[src/rtl/controle_jogo_rodadas.sv]
// Control unit for the memory-game datapath: sequences each round (repeat the
// stored sequence, then record one new move) and supervises move timeouts.
module controle_jogo_rodadas #(
  parameter int unsigned TIMEOUT_CICLOS = 5000,
  parameter int unsigned TIMEOUT_W      = 13
) (
  input  logic       clock,
  input  logic       reset,
  input  logic       jogar,
  input  logic       tem_jogada,
  input  logic       igual,
  input  logic       fim_jogada,
  input  logic       fim_rodada,
  output logic       zera_E,
  output logic       conta_E,
  output logic       zera_R,
  output logic       conta_R,
  output logic       registra_R,
  output logic       escreve_M,
  output logic       pronto,
  output logic       ganhou,
  output logic       perdeu,
  output logic       db_timeout,
  output logic [3:0] db_estado
);

  localparam int unsigned EST_W = 4;
  localparam logic [TIMEOUT_W-1:0] CNT_LIMITE = TIMEOUT_W'(TIMEOUT_CICLOS - 1);
  localparam logic [TIMEOUT_W-1:0] CNT_MAX    = '1;

  typedef enum logic [EST_W-1:0] {
    INICIAL        = 4'h0,
    PREPARACAO     = 4'h1,
    INICIA_RODADA  = 4'h2,
    ESPERA_JOGADA  = 4'h3,
    REGISTRA       = 4'h4,
    COMPARA        = 4'h5,
    PROXIMA_JOGADA = 4'h6,
    PREPARA_NOVA   = 4'h7,
    ESPERA_NOVA    = 4'h8,
    REGISTRA_NOVA  = 4'h9,
    ESCREVE_NOVA   = 4'hA,
    FIM_GANHOU     = 4'hB,
    FIM_PERDEU     = 4'hC,
    FIM_TIMEOUT    = 4'hD
  } estado_t;

  estado_t              estado_q, estado_d;
  logic [TIMEOUT_W-1:0] cnt_q, cnt_d;
  logic                 tem_jogada_q, jogar_q;
  logic                 jogada_ok, ini_ok, expirou, esperando;

  logic zera_e_q, zera_e_d, conta_e_q, conta_e_d;
  logic zera_r_q, zera_r_d, conta_r_q, conta_r_d;
  logic registra_r_q, registra_r_d, escreve_m_q, escreve_m_d;
  logic pronto_q, pronto_d, ganhou_q, ganhou_d;
  logic perdeu_q, perdeu_d, timeout_q, timeout_d;

  // Rising-edge pulses from the level inputs
  assign jogada_ok = tem_jogada & ~tem_jogada_q;
  assign ini_ok    = jogar & ~jogar_q;
  assign expirou   = (cnt_q == CNT_LIMITE);
  assign esperando = (estado_q == ESPERA_JOGADA) || (estado_q == ESPERA_NOVA);

  always_comb begin
    estado_d = estado_q;
    unique case (estado_q)
      INICIAL:        if (ini_ok) estado_d = PREPARACAO;
      PREPARACAO:     estado_d = INICIA_RODADA;
      INICIA_RODADA:  estado_d = ESPERA_JOGADA;
      ESPERA_JOGADA: begin
        if (jogada_ok)    estado_d = REGISTRA;
        else if (expirou) estado_d = FIM_TIMEOUT;
      end
      REGISTRA:       estado_d = COMPARA;
      COMPARA: begin
        if (!igual)                    estado_d = FIM_PERDEU;
        else if (!fim_jogada)          estado_d = PROXIMA_JOGADA;
        else if (fim_rodada)           estado_d = FIM_GANHOU;
        else                           estado_d = PREPARA_NOVA;
      end
      PROXIMA_JOGADA: estado_d = ESPERA_JOGADA;
      PREPARA_NOVA:   estado_d = ESPERA_NOVA;
      ESPERA_NOVA: begin
        if (jogada_ok)    estado_d = REGISTRA_NOVA;
        else if (expirou) estado_d = FIM_TIMEOUT;
      end
      REGISTRA_NOVA:  estado_d = ESCREVE_NOVA;
      ESCREVE_NOVA:   estado_d = INICIA_RODADA;
      FIM_GANHOU, FIM_PERDEU, FIM_TIMEOUT:
                      if (ini_ok) estado_d = PREPARACAO;
      default:        estado_d = INICIAL;
    endcase
  end

  // Timeout counter: runs only while staying in a wait state, saturates
  always_comb begin
    cnt_d = '0;
    if (esperando && (estado_d == estado_q))
      cnt_d = (cnt_q == CNT_MAX) ? cnt_q : cnt_q + TIMEOUT_W'(1);
  end

  // Moore decodes of the next state, so registered outputs track the state
  always_comb begin
    zera_e_d     = (estado_d == PREPARACAO) || (estado_d == INICIA_RODADA);
    zera_r_d     = (estado_d == PREPARACAO);
    conta_e_d    = (estado_d == PROXIMA_JOGADA) || (estado_d == PREPARA_NOVA);
    conta_r_d    = (estado_d == ESCREVE_NOVA);
    registra_r_d = (estado_d == REGISTRA) || (estado_d == REGISTRA_NOVA);
    escreve_m_d  = (estado_d == ESCREVE_NOVA);
    pronto_d     = (estado_d == FIM_GANHOU) || (estado_d == FIM_PERDEU) ||
                   (estado_d == FIM_TIMEOUT);
    ganhou_d     = (estado_d == FIM_GANHOU);
    perdeu_d     = (estado_d == FIM_PERDEU) || (estado_d == FIM_TIMEOUT);
    timeout_d    = (estado_d == FIM_TIMEOUT);
  end

  always_ff @(posedge clock or negedge reset) begin
    if (!reset) begin
      estado_q     <= INICIAL;
      cnt_q        <= '0;
      tem_jogada_q <= 1'b0;
      jogar_q      <= 1'b0;
      zera_e_q     <= 1'b0;
      zera_r_q     <= 1'b0;
      conta_e_q    <= 1'b0;
      conta_r_q    <= 1'b0;
      registra_r_q <= 1'b0;
      escreve_m_q  <= 1'b0;
      pronto_q     <= 1'b0;
      ganhou_q     <= 1'b0;
      perdeu_q     <= 1'b0;
      timeout_q    <= 1'b0;
    end else begin
      estado_q     <= estado_d;
      cnt_q        <= cnt_d;
      tem_jogada_q <= tem_jogada;
      jogar_q      <= jogar;
      zera_e_q     <= zera_e_d;
      zera_r_q     <= zera_r_d;
      conta_e_q    <= conta_e_d;
      conta_r_q    <= conta_r_d;
      registra_r_q <= registra_r_d;
      escreve_m_q  <= escreve_m_d;
      pronto_q     <= pronto_d;
      ganhou_q     <= ganhou_d;
      perdeu_q     <= perdeu_d;
      timeout_q    <= timeout_d;
    end
  end

  assign zera_E     = zera_e_q;
  assign zera_R     = zera_r_q;
  assign conta_E    = conta_e_q;
  assign conta_R    = conta_r_q;
  assign registra_R = registra_r_q;
  assign escreve_M  = escreve_m_q;
  assign pronto     = pronto_q;
  assign ganhou     = ganhou_q;
  assign perdeu     = perdeu_q;
  assign db_timeout = timeout_q;
  assign db_estado  = estado_q;

endmodule
[config.mk]
export PLATFORM = sky130hd
export DESIGN_NAME = controle_jogo_rodadas
export DESIGN_NICKNAME = d
export VERILOG_FILES = /design/src/rtl/controle_jogo_rodadas.sv
export SDC_FILE = /design/constraint.sdc
export NUM_CORES = 1
export LEC_CHECK = 0
export BUFFER_PORTS_ARGS = -buffer_cell sky130_fd_sc_hd__buf_2
export CORE_MARGIN = 1
export CORE_UTILIZATION = 30
export DETAILED_ROUTE_END_ITERATION = 6
export GPL_TIMING_DRIVEN = 1
export SLEW_MARGIN = 20
export SYNTH_ARGS = -nofsm -noshare
export SYNTH_HDL_FRONTEND = slang
export SYNTH_SLANG_ARGS = --single-unit
export TNS_END_PERCENT = 20
[constraint.sdc]
create_clock -name clock -period 4.08 [get_ports clock]
set_input_delay 0 -clock clock [delete_from_list [all_inputs] [get_ports clock]]
set_output_delay 0 -clock clock [all_outputs]
set_load 0.02 [all_outputs]
# Yosys cells after proc, flatten, opt, wreduce, memory -nomap -nowiden
# Index checks and enable logic that the tools add are counted.
[op_classes]
muxes = 10
n_addsub = 1
eq_ne = 27
reduce_logical = 12
n_bitwise = 4
[op_table]
columns = ["op", "count"]
rows = [
  ["== test 4 bit (second input constant)", 11],
  ["case mux 4 bit (9 select lines)", 1],
  ["== test 4 x 3 -> 1 bit (second input constant)", 7],
  ["two-way mux 4 bit", 7],
  ["== test 13 bit (second input constant)", 2],
  ["two-way mux 13 bit", 2],
  ["adder 13 x 1 -> 13 bit (second input constant)", 1],
  ["== test 4 x 2 -> 1 bit (second input constant)", 3],
  ["== test 4 x 1 -> 1 bit (second input constant)", 2],
  ["logical OR 1 bit", 7],
  ["== test 4 bit", 1],
  ["zero test 4 bit", 1],
  ["OR reduction 2 bit", 2],
  ["OR reduction 4 bit", 1],
  ["bitwise AND 1 bit", 2],
  ["!= test 2 bit (second input constant)", 1],
  ["inverter 1 bit", 2],
  ["logical AND 1 bit", 1],
]
[word_totals]
reg_bits = 28
inputBits = 7
wordCells = 67
out_inout_bits = 14

# Depth between registers and ports, before layout
# Gate-level depths: netlist of run 1.
[logic_depth]
depth_word = 7
ltp_mapped = 8

# Least setup slack after synthesis of run 1
# No wires, ideal clock.
[synth_path]
kind = "register to register"
startpoint = "register cnt_q[3]"
endpoint = "register registra_r_q (netlist: registra_R)"
stages_incl_launch_ff = 7
t_arrival_ps = 1751
setup_slack_ps = 2234
required_ps = 3984
path_buffers = 0
path_cell_list = "dfrtp_1 > or4_1 > nor4_2 > or2_4 > o32ai_4 > nand2b_4 > o32ai_2"
[synth_between]
elab_chain_len = 6
[synth_lines]
columns = ["element", "line_no", "source"]
rows = [
  ["start: declaration", "49", "logic [TIMEOUT_W-1:0] cnt_q, cnt_d;"],
  ["start signal: assignment", "136", "cnt_q <= cnt_d;"],
  ["== test 13 bit (*)", "62", "assign expirou = (cnt_q == CNT_LIMITE);"],
  ["two-way mux 4 bit (*)", "73, 86", ""],
  ["two-way mux 4 bit (on tied branches)", "85, 72", ""],
  ["case mux 4 bit (9 select lines) (*)", "67", "unique case (estado_q)"],
  ["via estado_d[1]", "48", "estado_t estado_q, estado_d;"],
  ["== test 4 x 3 -> 1 bit or == test 4 bit (tied branches)", "109", "registra_r_d = (estado_d == REGISTRA) || (estado_d == REGISTRA_NOVA);"],
  ["logical OR 1 bit (*)", "109", ""],
  ["via registra_r_d", "55", "logic registra_r_q, registra_r_d, escreve_m_q, escreve_m_d;"],
  ["end signal: assignment", "143", "registra_r_q <= registra_r_d;"],
  ["end: declaration", "55", ""],
]
# The timed path passes the listed nets; every way through them passes the cells marked *.
# A chain may end at the register's enable or synchronous reset.

# Worst setup path in the final report of run 1
# Ends and elaborated chain as after synthesis.

==> impl_metrics.toml, run 1 <==
[yosys]
yosysTopAreaCell = "dfrtp_1"
synth_top_area_share = 0.4706
synth_commonest_cells = "dfrtp_1 (28), nor2_1 (21), nand2_1 (8), nor2b_1 (8), xnor2_1 (8)"
ys_types = 49
syn_nets = 153
synth.most_common_cell = "dfrtp_1"
synth_warnings = 0
synth_area_leaders = "dfrtp_1 (47%), nor2_1 (5.3%), xnor2_1 (4.7%), nor2b_1 (3.4%), nor3_1 (2.0%)"
synth-edff-count = 0
syn_area_per_cell_um2 = 10.27
synth_seq_cells = 28
ys_seq_area_frac = 0.4706
synthesis.area_mm2 = 0.001489
synth-main-ff-cell = "dfrtp_1"
syn_inst = 145
async_flop_share = 1.000

[global_routing]
grt_pass1_vias = 1099
grt_use_total = 0.1208
grt_pass1_wl_um = 4885
grt_max_degree = 29
antenna_found_initial = 0
grt-ovfl-total = 0

[die]
dieArea_mm2 = 0.005249
start_util = 0.3132
die_y_um = 72.45
coreArea_mm2 = 0.004755
num_rows = 25
io_pins = 21
die-width_um = 72.45

[setup_path]
cp_max_fo = 7
rr_worst_depth = 6
critPathLaunch = "cnt_q[3]$_DFFE_PN0P_"
critical_path_required_ns = 4.27
path_class = "reg2reg"
cp.arrival_ns = 2.25
crit_end = "registra_R$_DFF_PN0_"
timing.rr.start = "cnt_q[3]$_DFFE_PN0P_"
rrSetupSlack_ns = 2.03
critical-path-max-stage-delay_ns = 0.55
reg2reg_to = "registra_R$_DFF_PN0_"
endpoint_kind = "register"
critical-path-slowest-cell = "or4_1"
path_cells = "or4_1 > nor4_2 > or2_4 > o32ai_4 > nand2b_4 > o32ai_2"
start_kind = "register"

[clocking]
clk_latency_ns = 0.28
cts_resized = 0
ctsRootBufferMaster = "clkbuf_8"
post-cts-setup-buffers = 0
htree_levels = 1
cts_tree = "done"
cts.clk_slew.worst_paths_ns = 0.10
cts.sinks = 28
cts_buffer_depth = 2
numCtsBuffers = 3

[cells_and_area]
antenna_cells = 0
area_growth_pct = 15.80
drive_gt1_frac = 0.2121
nets = 174

[route]
vias = 1111
routed_wl_um = 2714
routed_via_density = 4.789
drcViolationCount = 0
first_pass_iters = 4
drt_iter0_drc = 61
wire_per_inst_um = 11.70
detail-route-antenna-nets = 0

[power_and_ir_drop]
power_leakage_nw = 0.7457
intPower_w = 0.0005994
swShare = 0.3712
p_seq_frac = 0.399
switchingPower_w = 0.0003539
p_per_area_mw_per_mm2 = 552.9
clkPwrFrac = 0.231
p_comb_frac = 0.371
ir_worst_vdd_mv = 0.1874

[place]
dp_hpwl_um = 1913
io_buffers = 20
gp_congestion = 0.8208

[timing]
final.setup.tns_ns = 0
period_needed_ns = 2.055
hold_viol = 0
tightest_slew_ns = 0.6016
finalSetupViolCount = 0
min_period_over_period = 0.5036
fin_hold_ws_ns = 0.1667
fin_skew_ns = 0.005026
max_freq_mhz = 486.6
slew_headroom = 0.5989
slew_viol_final = 0
rsz0062_at_grt = "false"

[job]
max_cap_viol_count = 0

[worst_hold_path]
hp-class = "in2reg"

[status]
outcome = "complete, no violations"
[cells by family (layout without fill, tap and decap cells)]
logic type                 count (synthesis)  in the layout  synth area share
xor gates and xnor gates                  10             10           0.05883
and+or+nand+nor                           73             73            0.2790
AOI/OAI and AO/OA                         22             22            0.1353
buffers and inverters                     10             30           0.04117
adders and majority gates                  1              1          0.008402
muxes                                      1              1          0.006723
DFF                                       28             28            0.4706
[final cells by class]
type	instances	area, um2
fillers	505	3030
multi-input cells	107	726.9
flip-flops and latches	28	700.7
repair buffers	23	130.1
well taps	67	83.83
clock buffers	3	41.29
clock inverters	1	30.03
inverters	3	11.26
[flip-flops by register name (all words and copies together) (netlist names)]
| register | count |
|---|---|
| tem_jogada_q | 1 |
| db_timeout | 1 |
| pronto | 1 |
| jogar_q | 1 |
| zera_R | 1 |
| zera_E | 1 |
| perdeu | 1 |
| conta_E | 1 |
| cnt_q | 13 |
| db_estado | 4 |
| registra_R | 1 |
| ganhou | 1 |
| escreve_M | 1 |
[cell usage in the layout (no fill, tap or decap), types with 2 or more instances in the layout]
master,count
dfrtp_1,28
nor2_1,21
buf_2,20
nor2b_1,8
nand2_1,8
xnor2_1,8
nor3_1,6
nand3_1,4
o21ai_0,4
nand4_1,4
inv_1,3
nand2b_1,3
a31oi_1,3
nor3b_1,3
clkbuf_8,3
dlygate4sd3_1,3
nand3b_1,2
o211ai_2,2
xor2_1,2
[critical path, delay by kind of cell, from the launching register on]
kind            cells  cell delay, ns
flops               1            0.46
compound gates      2            0.31
simple gates        4            1.19
[metrics by stage]
step                  util  power [W]  worst slack, ns  std cells  area (um2)
floorplan                -  0.0006753            2.234        145        1489
global placement    0.3413  0.0007403            2.022        225        1623
detailed placement  0.3413  0.0007415            2.017        225        1623
CTS                 0.3626  0.0009671            1.994        232        1724
global route        0.3626   0.001021            1.880        232        1724
finish              0.3626  0.0009533            2.025        232        1724
[repair_timing]
action / 4_1_cts / 5_1_grt
hold endpoints to repair: 30 / 0
hold buffers: 3 / 0
setup endpoints to repair: 0 / 0
[metal layers]
metal | wire (um) | track usage
met1 | 1289 | 0.1566
met2 | 1262 | 0.1942
met3 | 126 | 0.03333
met4 | 35 | 0.04139
met5 | 0 | 0
[power by group through the flow]
stage                     combinational (W)  sequential, W  clock [W]
after floorplan                    0.000281       0.000395          0
after global placement             0.000353       0.000387          0
after detailed placement           0.000356       0.000386          0
after CTS                          0.000358       0.000380   0.000229
after global routing               0.000390       0.000389   0.000241
final                              0.000353       0.000380   0.000220
[worst min-delay path by stage]
stage,from,endpoint,slack [ns],cells past startpoint
floorplan,reset,cnt_q[0]$_DFFE_PN0P_,-0.30,0
global placement,reset,escreve_M$_DFF_PN0_,0.05,1
detailed placement,reset,escreve_M$_DFF_PN0_,0.06,1
CTS,fim_rodada,db_estado[2]$_DFF_PN0_,0.17,4
global route,fim_rodada,db_estado[2]$_DFF_PN0_,0.18,4
finish,fim_rodada,db_estado[2]$_DFF_PN0_,0.17,4
Note: power is estimated with default switching activity, not from simulation.
==> inputs of run 2 (changes only) <==
clock period = 2 ns   (was 4.08 ns; I/O delays follow)
==> impl_metrics.toml, run 2 (synthesis results as in run 1) <==
[status]
outcome = "complete, no violations"

[global_routing]
grt_pass1_wl_um = 4947
grt_use_total = 0.1204
antenna_found_initial = 0
grt-ovfl-total = 0
grt_pass1_vias = 1044
grt_max_degree = 29

[setup_path]
critPathBufInv = 0
path_cells = "ha_2 > nand2_4 > nor4_4 > or2_4 > o32ai_4 > nand2b_4 > and3b_1"
critical-path-slowest-cell = "dfrtp_1"
path_delay_family = "simple AND/OR/NAND/NOR gates"
endpoint_kind = "register"
start_kind = "register"
critical_path_required_ns = 2.18
cp.arrival_ns = 2.08
critical-path-max-stage-delay_ns = 0.42
path_class = "reg2reg"
cp_max_fo = 6

[cells_and_area]
top_register = "cnt_q"
fillers = 492
antenna_cells = 0
finish.utilization = 0.3803
area_growth_pct = 21.43
layout_commonest_cell = "dfrtp_1"
final_cell_mix = "dfrtp_1 (28), nor2_1 (21), buf_2 (20)"
nets = 182
fin_cells = 240
largest_reg_flops = 13
drive_gt1_frac = 0.2717

[route]
wire_per_inst_um = 12.21
detail-route-antenna-nets = 0
routed_wl_um = 2930
first_pass_iters = 4
routed_via_density = 4.817
drcViolationCount = 0
drt_iter0_drc = 84
vias = 1156

[place]
io_buffers = 20
gp_congestion = 0.8251
dp_hpwl_um = 2033
dpl.cell_count = 233

[timing]
period_needed_ns = 1.906
tightest_slew_ns = 0.6322
min_period_over_period = 0.9528
slew_headroom = 0.5785
finalSetupViolCount = 0
hold_viol = 0
slew_viol_final = 0
rsz0062_at_grt = "true"
max_freq_mhz = 524.8
fin_skew_ns = 0.002692

[job]
max_cap_viol_count = 0

[clocking]
cts_tree = "done"
cts.sinks = 28
cts_buffer_depth = 2
htree_levels = 1
clk_latency_ns = 0.28
post-cts-setup-buffers = 0
ctsRootBufferMaster = "clkbuf_8"
numCtsBuffers = 3
cts.clk_slew.worst_paths_ns = 0.10

[worst_hold_path]
hp-class = "in2reg"

[die]
num_rows = 25
dieArea_mm2 = 0.005249
die_y_um = 72.45
coreArea_mm2 = 0.004755
die-width_um = 72.45
io_pins = 21
start_util = 0.3132

[power_and_ir_drop]
ir_worst_vdd_mv = 0.4757
p_per_area_mw_per_mm2 = 1129
p_total_w = 0.002041
power_leakage_nw = 0.7989
run 2: final timing paths:
path,startpoint,end,slack [ns],cells past startpoint
worst max-delay path,cnt_q[0]$_DFFE_PN0P_,db_timeout$_DFF_PN0_,0.09,7
worst min-delay path,fim_rodada,db_estado[2]$_DFF_PN0_,0.21,4
worst max register to register,cnt_q[0]$_DFFE_PN0P_,db_timeout$_DFF_PN0_,0.09,7
worst min register to register,cnt_q[12]$_DFFE_PN0P_,cnt_q[12]$_DFFE_PN0P_,0.55,2
max in group asynchronous,reset,cnt_q[6]$_DFFE_PN0P_,1.31,2
min in group asynchronous,reset,escreve_M$_DFF_PN0_,0.27,2
run 2: worst min-delay path, stage by stage:
cell and delay, ns:
buf_2 0.10, inv_1 0.05, or3_1 0.13, a22o_4 0.17
run 2: layer usage:
metal,global-route usage,share of wire,up-vias
met5,0,0,-
met4,0.01961,0.0048,0
met3,0.03333,0.033,4
met2,0.1931,0.48,26
met1,0.1648,0.48,556
li1,-,-,570
run 2: power breakdown:
group / leakage [nW] / switching, W / internal (W)
clock network: 0.0357 / 0.000181 / 0.000268
registers: 0.377 / 0.0000524 / 0.000654
logic: 0.387 / 0.000513 / 0.000373
run 2: final cells by class:
class                   count  area [um2]  area share
flip-flops and latches     28       700.7      0.3875
multi-input cells         107       750.7      0.4152
repair buffers             31       190.2      0.1052
inverters                   3       11.26    0.006228
clock inverters             1       30.03     0.01661
clock buffers               3       41.29     0.02284
well taps                  67       83.83     0.04637
run 2: repair_timing:
action / CTS / global route
hold endpoints to repair: 30 / 0
resized for setup: 0 / 6
hold buffers: 3 / 0
setup endpoints to repair: 0 / 10
run 2: per-stage QoR:
| stage | cell area (um2) | TNS, ns | setup slack, ns | hold slack, ns |
|---|---|---|---|---|
| floorplan | 1489 | 0 | 0.1535 | -0.2956 |
| global route | 1808 | -0.03698 | -0.03602 | 0.2134 |
| CTS | 1784 | 0 | 0.04876 | 0.1832 |
| finish | 1808 | 0 | 0.09441 | 0.2077 |
| global placement | 1683 | 0 | 0.09473 | 0.05378 |
| detailed placement | 1683 | 0 | 0.06446 | 0.05684 |
